**src/rtl/aurora_link_pkg.sv**
```systemverilog
// Shared definitions for the Aurora link bring-up controller.
//   - 3-bit state encodings, also exported on state_o for VIO readback
//   - bit positions inside the aurora_ctrl VIO byte
//   - max3(): sizes the shared state timer
package aurora_link_pkg;

    localparam logic [2:0] ST_PWRDN     = 3'd0;
    localparam logic [2:0] ST_GT_RST    = 3'd1;
    localparam logic [2:0] ST_CORE_RST  = 3'd2;
    localparam logic [2:0] ST_WAIT_LANE = 3'd3;
    localparam logic [2:0] ST_WAIT_CHAN = 3'd4;
    localparam logic [2:0] ST_UP        = 3'd5;
    localparam logic [2:0] ST_FAIL      = 3'd6;

    localparam int CTRL_MANUAL = 0;
    localparam int CTRL_PD     = 1;
    localparam int CTRL_LB_LO  = 2;
    localparam int CTRL_LB_HI  = 4;
    localparam int CTRL_AUTO   = 5;
    localparam int CTRL_CLR    = 6;

    function automatic int max3(input int a, input int b, input int c);
        int m;
        m = (a > b) ? a : b;
        return (m > c) ? m : c;
    endfunction

endpackage

```
**src/rtl/aurora_link_ctrl_sync.sv**
```systemverilog
// Two-flop synchroniser for a bus of independent asynchronous level bits,
// with a rising-edge strobe taken one cycle after synchronisation.
// Ports:
//   clk   - destination clock
//   rst   - asynchronous active-high reset
//   din   - asynchronous input bits
//   dout  - synchronised levels
//   rise  - one-cycle strobe per bit on a synchronised 0->1, gated by EDGE_MASK
module ctrl_sync #(
    parameter int               WIDTH     = 8,
    parameter logic [WIDTH-1:0] EDGE_MASK = '1
) (
    input  logic             clk,
    input  logic             rst,
    input  logic [WIDTH-1:0] din,
    output logic [WIDTH-1:0] dout,
    output logic [WIDTH-1:0] rise
);

    logic [WIDTH-1:0] meta;
    logic [WIDTH-1:0] sync;
    logic [WIDTH-1:0] prev;

    always_ff @(posedge clk or posedge rst) begin
        if (rst) begin
            meta <= '0;
            sync <= '0;
            prev <= '0;
        end else begin
            meta <= din;
            sync <= meta;
            prev <= sync;
        end
    end

    assign dout = sync;
    assign rise = EDGE_MASK & sync & ~prev;

endmodule

```
**src/rtl/aurora_link_ctrl.sv**
```systemverilog
// Aurora link bring-up / recovery sequencer.
// Ports:
//   user_clk     - Aurora user clock, all logic on rising edge
//   reset        - asynchronous active-high reset
//   aurora_ctrl  - async VIO byte: [0] manual resync, [1] power-down,
//                  [4:2] loopback, [5] auto-retry, [6] clear, [7] reserved
//   lane_up      - core lane status
//   channel_up   - core channel status
//   gt_reset     - GT reset to core
//   aurora_reset - core reset
//   power_down   - core power-down
//   loopback     - GT loopback select
//   link_up      - high while in UP
//   link_fail    - high while in FAIL
//   retry_cnt    - automatic retries consumed (saturates at 15)
//   state_o      - current state encoding
//
// state     | meaning
// PWRDN     | core powered down, all resets held
// GT_RST    | GT reset pulse, GT_RST_CYCLES long
// CORE_RST  | core reset only, CORE_RST_CYCLES long
// WAIT_LANE | waiting for lane_up, bounded by LINK_TIMEOUT
// WAIT_CHAN | waiting for channel_up, bounded by LINK_TIMEOUT
// UP        | link operational
// FAIL      | retries exhausted; wait for clear or manual resync
module aurora_link_ctrl
    import aurora_link_pkg::*;
#(
    parameter int GT_RST_CYCLES   = 16,
    parameter int CORE_RST_CYCLES = 64,
    parameter int LINK_TIMEOUT    = 65535,
    parameter int MAX_RETRY       = 7
) (
    input  logic       user_clk,
    input  logic       reset,
    input  logic [7:0] aurora_ctrl,
    input  logic       lane_up,
    input  logic       channel_up,
    output logic       gt_reset,
    output logic       aurora_reset,
    output logic       power_down,
    output logic [2:0] loopback,
    output logic       link_up,
    output logic       link_fail,
    output logic [3:0] retry_cnt,
    output logic [2:0] state_o
);

    localparam int TIMER_W = $clog2(max3(LINK_TIMEOUT, CORE_RST_CYCLES, GT_RST_CYCLES) + 1);
    localparam logic [TIMER_W-1:0] GT_LAST   = TIMER_W'(GT_RST_CYCLES - 1);
    localparam logic [TIMER_W-1:0] CORE_LAST = TIMER_W'(CORE_RST_CYCLES - 1);
    localparam logic [TIMER_W-1:0] LINK_LAST = TIMER_W'(LINK_TIMEOUT - 1);

    logic [7:0]         ctrl_lvl;
    logic [7:0]         ctrl_rise;
    logic [2:0]         state;
    logic [2:0]         state_nx;
    logic [TIMER_W-1:0] timer;
    logic [3:0]         retry_nx;
    logic [2:0]         lb_nx;
    logic               enter;
    logic               take_retry;
    logic               unused_ctrl;

    ctrl_sync #(
        .WIDTH     (8),
        .EDGE_MASK (8'h41)
    ) u_ctrl_sync (
        .clk  (user_clk),
        .rst  (reset),
        .din  (aurora_ctrl),
        .dout (ctrl_lvl),
        .rise (ctrl_rise)
    );

    assign unused_ctrl = ^{ctrl_rise[7], ctrl_rise[5:1], ctrl_lvl[7],
                           ctrl_lvl[CTRL_CLR], ctrl_lvl[CTRL_MANUAL]};

    always_comb begin
        state_nx   = state;
        retry_nx   = retry_cnt;
        lb_nx      = loopback;
        enter      = 1'b0;
        take_retry = 1'b0;
        if (ctrl_lvl[CTRL_PD]) begin
            if (state != ST_PWRDN) begin
                state_nx = ST_PWRDN;
                enter    = 1'b1;
            end
        end else if (ctrl_rise[CTRL_MANUAL] || ctrl_rise[CTRL_CLR]) begin
            // Also taken while already in GT_RST, which restarts its count.
            state_nx = ST_GT_RST;
            retry_nx = '0;
            enter    = 1'b1;
        end else if (ctrl_lvl[CTRL_LB_HI:CTRL_LB_LO] != loopback) begin
            lb_nx    = ctrl_lvl[CTRL_LB_HI:CTRL_LB_LO];
            state_nx = ST_GT_RST;
            enter    = 1'b1;
        end else begin
            case (state)
                ST_PWRDN: begin
                    state_nx = ST_GT_RST;
                    enter    = 1'b1;
                end
                ST_GT_RST: begin
                    if (timer == GT_LAST) begin
                        state_nx = ST_CORE_RST;
                        enter    = 1'b1;
                    end
                end
                ST_CORE_RST: begin
                    if (timer == CORE_LAST) begin
                        state_nx = ST_WAIT_LANE;
                        enter    = 1'b1;
                    end
                end
                ST_WAIT_LANE: begin
                    if (lane_up) begin
                        state_nx = ST_WAIT_CHAN;
                        enter    = 1'b1;
                    end else if (timer == LINK_LAST) begin
                        take_retry = 1'b1;
                    end
                end
                ST_WAIT_CHAN: begin
                    if (channel_up) begin
                        state_nx = ST_UP;
                        enter    = 1'b1;
                    end else if (timer == LINK_LAST) begin
                        take_retry = 1'b1;
                    end
                end
                ST_UP: begin
                    if (!channel_up) take_retry = 1'b1;
                end
                ST_FAIL: begin
                    state_nx = ST_FAIL;
                end
                default: begin
                    state_nx = ST_GT_RST;
                    enter    = 1'b1;
                end
            endcase
            if (take_retry) begin
                enter = 1'b1;
                if (ctrl_lvl[CTRL_AUTO] && (retry_cnt < 4'(MAX_RETRY))) begin
                    retry_nx = (retry_cnt == 4'hf) ? retry_cnt : retry_cnt + 4'd1;
                    state_nx = ST_GT_RST;
                end else begin
                    state_nx = ST_FAIL;
                end
            end
        end
    end

    always_ff @(posedge user_clk or posedge reset) begin
        if (reset) begin
            state     <= ST_GT_RST;
            timer     <= '0;
            retry_cnt <= '0;
            loopback  <= '0;
        end else begin
            state     <= state_nx;
            timer     <= enter ? '0 : timer + 1'b1;
            retry_cnt <= retry_nx;
            loopback  <= lb_nx;
        end
    end

    // Control outputs follow the registered state, so they lag it by one cycle.
    always_ff @(posedge user_clk or posedge reset) begin
        if (reset) begin
            gt_reset     <= 1'b1;
            aurora_reset <= 1'b1;
            power_down   <= 1'b0;
            link_up      <= 1'b0;
            link_fail    <= 1'b0;
        end else begin
            gt_reset     <= (state == ST_PWRDN) || (state == ST_GT_RST);
            aurora_reset <= (state == ST_PWRDN) || (state == ST_GT_RST) ||
                            (state == ST_CORE_RST) || (state == ST_FAIL);
            power_down   <= (state == ST_PWRDN);
            link_up      <= (state == ST_UP);
            link_fail    <= (state == ST_FAIL);
        end
    end

    assign state_o = state;

endmodule
```
**config.mk**
```make
export PLATFORM = sky130hd
export DESIGN_NAME = aurora_link_ctrl
export DESIGN_NICKNAME = d
export VERILOG_FILES = /design/src/rtl/aurora_link_pkg.sv /design/src/rtl/aurora_link_ctrl_sync.sv /design/src/rtl/aurora_link_ctrl.sv
export SDC_FILE = /design/constraint.sdc
export NUM_CORES = 1
export LEC_CHECK = 0
export CAP_MARGIN = 5
export CORE_MARGIN = 3
export CORE_UTILIZATION = 50
export CTS_BUF_LIST = sky130_fd_sc_hd__clkbuf_4 sky130_fd_sc_hd__clkbuf_8 sky130_fd_sc_hd__clkbuf_16
export DETAILED_ROUTE_END_ITERATION = 16
export PLACE_DENSITY = 0.81
export SKIP_CTS_REPAIR_TIMING = 1
export SLEW_MARGIN = 20
export SYNTH_ARGS = -nofsm -noshare
export SYNTH_HDL_FRONTEND = slang
export SYNTH_SLANG_ARGS = --single-unit
```
**constraint.sdc**
```tcl
create_clock -name user_clk -period 2.4 [get_ports user_clk]
set_input_delay 0.36 -clock user_clk [delete_from_list [all_inputs] [get_ports user_clk]]
set_output_delay 0.36 -clock user_clk [all_outputs]
set_load 0.005 [all_outputs]
```
==> metrics.md <==
| Metric | Value |
|---|---|
| Status | complete, no violations |
| FP Rows | 22 |
| WHS Endpoint | u_ctrl_sync.dout[3] |
| Largest area contributor in the netlist | dfrtp_1 |
| H-tree depth | 2 |
| Nets | 233 |
| Sw Share | 23.1% |
| RR Endpoint | retry_cnt[0] |
| Leak | 1.08 nW |
| Yosys top cell area share | 52.6% |
| Diode count | 0 |
| Drt via density | 5.67 |
| FF+latch count, synth | 47 |
| Cell variety after synth | 51 |
| Vias in the first global route | 1,442 |
| DRT Pass-1 Iters | 4 |
| Fmax | 447 MHz |
| Via Count | 1,515 |
| Number of port buffers | 25 |
| Antenna Violating Nets Remaining | 0 |
| Worst Setup Path Type | reg -> reg |
| Die Area | 5000 um2 |
| Worst skew pair latency | 0.30 ns |
| CTS Buf Count | 5 |
| DRC viols | 0 |
| CP arrival | 2.41 ns |
| Die Span X | 70.7 um |
| Clk pwr share | 32.4% |
| First-pass GRT wire length | 6530 um |
| Worst setup SP type | flip-flop |
| Gpl congestion | 0.840 |
| Final Power | 1.47 mW |
| Sequential fraction of the synthesis area | 56.3% |
| Reg-to-reg slack, setup | 0.16 ns |
| Clock slew at reported path FFs | 0.08 ns |
| Crit-path slowest cell | or4_1 |
| Boundary Pins | 27 |
| Max_slew headroom | 56.1% |
| Seq pwr share | 57.8% |
| M2 GR Usage | 26.0% |
| Required time of the worst setup path | 2.58 ns |
| Critical Path Max Stage Delay | 0.54 ns |
| Worst vdd ir | 0.000376 V |
| Clk buf depth | 2 |
| Setup TNS Final | 0 ns |
| Final worst path period need | 2.24 ns |
| Worst path top cell family by delay | simple AND/OR/NAND/NOR gates |
| Total track usage | 16.2% |
| Die Ht | 70.7 um |
| DR WL/cell | 14.1 um |
| Flip-flop and latch area | 1180 um2 |
| WHS Path Cells | 0 |
| Post-route cell area | 2510 um2 |
| Synth Warn # | 0 |
| Cell area after synthesis | 2090 um2 |
| Clock skew | 0.0138 ns |
| Initial Util | 54.4% |
| Multi-input gate area | 860 um2 |
| Ys async rst share | 100% |
| Met1 Use GR | 20.9% |
| Final hold vios | 0 |
| Routed wire length | 3770 um |
| RSZ-0062 raised after global routing | no |
| Post-synthesis net count | 201 |
| Root Buffer | clkbuf_8 |
| Hpwl dp | 2590 um |
| Sw power | 0.340 mW |
| Smallest hold slack | 0.357 ns |
| Total power density per cell area | 585 nW/um2 |
| Fill count | 299 |
| Core Region | 3850 um2 |
| Syn Area/Cell | 11.3 um2 |
| Final setup viols | 0 |
| Reg-to-Reg Start | timer[0] |
| Levels on crit path | 8 |
| Syn Inst Count | 186 |
| CTS Sinks | 47 |
| Combinational power share | 9.8% |
| Area post-placement | 2400 um2 |
| CTS tree | yes |
| MaxCap Viol Count | 0 |
| Area delta synth->final | 19.9% |
| Least-Margin Pin Slew | 0.655 ns |
| GR Util met3 | 5.11% |
| Prevailing post-synth register cell | dfrtp_1 |
| Most area-consuming cells after synthesis | dfrtp_1, nor2_1, dfstp_2, xor2_1, xnor2_1 |
| Worst setup EP type | flip-flop |
| First DRT Iteration DRCs | 183 |
| Hold Crit Class | reg -> reg |
| Crit path buf inv count | 1 |
| Share of post-route cells with drive strength above 1 | 13.2% |
| Critical path cell sequence | inv_1 > ha_1 > nand4_1 > or4_1 > a211o_1 > nor2_1 > o21bai_1 > mux2_2 |
| Number of synthesized flops with an enable pin | 0 |
| Internal Power | 1.13 mW |
| Post-route clock period utilization | 93.2% |
| Worst-path maximum fanout | 5 |
| Initial antenna violation count | 0 |
| Grt peak-use layer | met2 |
| Largest net degree at the start of global routing | 48 |
| Register-to-Register Path Depth | 8 |
| Worst Min Path Start | u_ctrl_sync.meta[3] |
| Slew Viols, Final | 0 |
| GRT overflow | 0 |
per-layer routing:
metal	wire length (um)	vias to the layer above	share of wire, %
met5	0	-	0
met4	69	0	1.8
met3	211	8	5.6
met2	1880	52	50
met1	1610	731	43
li1	-	724	-
cell usage in the layout (no fill, tap or decap), types with 2 or more instances in the layout:
master	n
a21oi_1	3
ha_1	3
buf_4	4
nor3b_1	2
clkbuf_8	5
clkdlybuf4s50_1	25
a311oi_1	2
nand3b_1	2
xor2_1	9
o21ai_0	2
o21bai_1	2
nand2_1	10
dfstp_2	3
o31ai_1	2
clkbuf_4	2
nand4_1	4
dfrtp_1	44
and4_1	2
xnor2_1	8
nor3_1	4
nor4_1	4
inv_1	5
nor2_1	28
nand3_1	9
mux2_2	5
kinds of logic after synthesis:
logic type,count (synthesis),synth area share (%)
DFF,47,56.3
buffers and inverters,11,2.63
xor gates and xnor gates,17,7.11
and+or+nand+nor,76,18.8
adders and majority gates,3,1.79
AOI/OAI and AO/OA,27,10.7
muxes,5,2.69
cells in the mapped netlist, types with 2 or more instances:
cell type	number
nand2_1	10
inv_1	6
nor4_1	4
nand4_1	4
nand3b_1	2
dfstp_2	3
mux2_2	5
nor3_1	4
a21oi_1	3
o31ai_1	2
nand3_1	9
o21ai_0	2
nor3b_1	2
xor2_1	9
o21bai_1	2
xnor2_1	8
ha_1	3
nor2_1	28
clkbuf_1	3
dfrtp_1	44
and4_1	2
a311oi_1	2
worst max-delay path by stage:
stage,to,slack (ns),start
after floorplan,retry_cnt[0],0.34,timer[0]
final,retry_cnt[0],0.16,timer[0]
after detailed placement,timer[11],0.18,timer[1]
after global placement,state_o[2],0.18,channel_up
after CTS,timer[11],0.13,timer[0]
after global routing,state_o[2],0.01,timer[0]
metrics by stage:
stage               setup WS, ns  instances  utilization (%)
floorplan                  0.343        186                -
global placement           0.185        258             62.3
global route             0.00966        267             65.2
detailed placement         0.181        258             62.3
CTS                        0.127        266             64.6
finish                     0.164        267             65.2
area by class of cell:
type                    count  area share (%)
well taps                  48            2.39
repair buffers             30            12.0
flip-flops and latches     47            47.0
clock inverters             1           0.199
clock buffers               7            3.34
inverters                   6           0.897
multi-input cells         128            34.2
power groups by stage:
stage | Clock [mW] | Sequential (mW) | Combinational [mW]
2_1_floorplan | 0 | 0.856 | 0.0847
3_3_place_gp | 0 | 0.863 | 0.136
3_5_place_dp | 0 | 0.866 | 0.138
4_1_cts | 0.491 | 0.850 | 0.139
5_1_grt | 0.524 | 0.855 | 0.159
6_report | 0.476 | 0.850 | 0.143
state kept, by name, indices dropped and copies added, names as in the netlist, 2 cells and up:
signal and count:
u_ctrl_sync.meta 7, timer 16, retry_cnt 4, loopback 3, u_ctrl_sync.dout 7, state_o 3, u_ctrl_sync.prev 2
(Power assumes the default switching activity.)
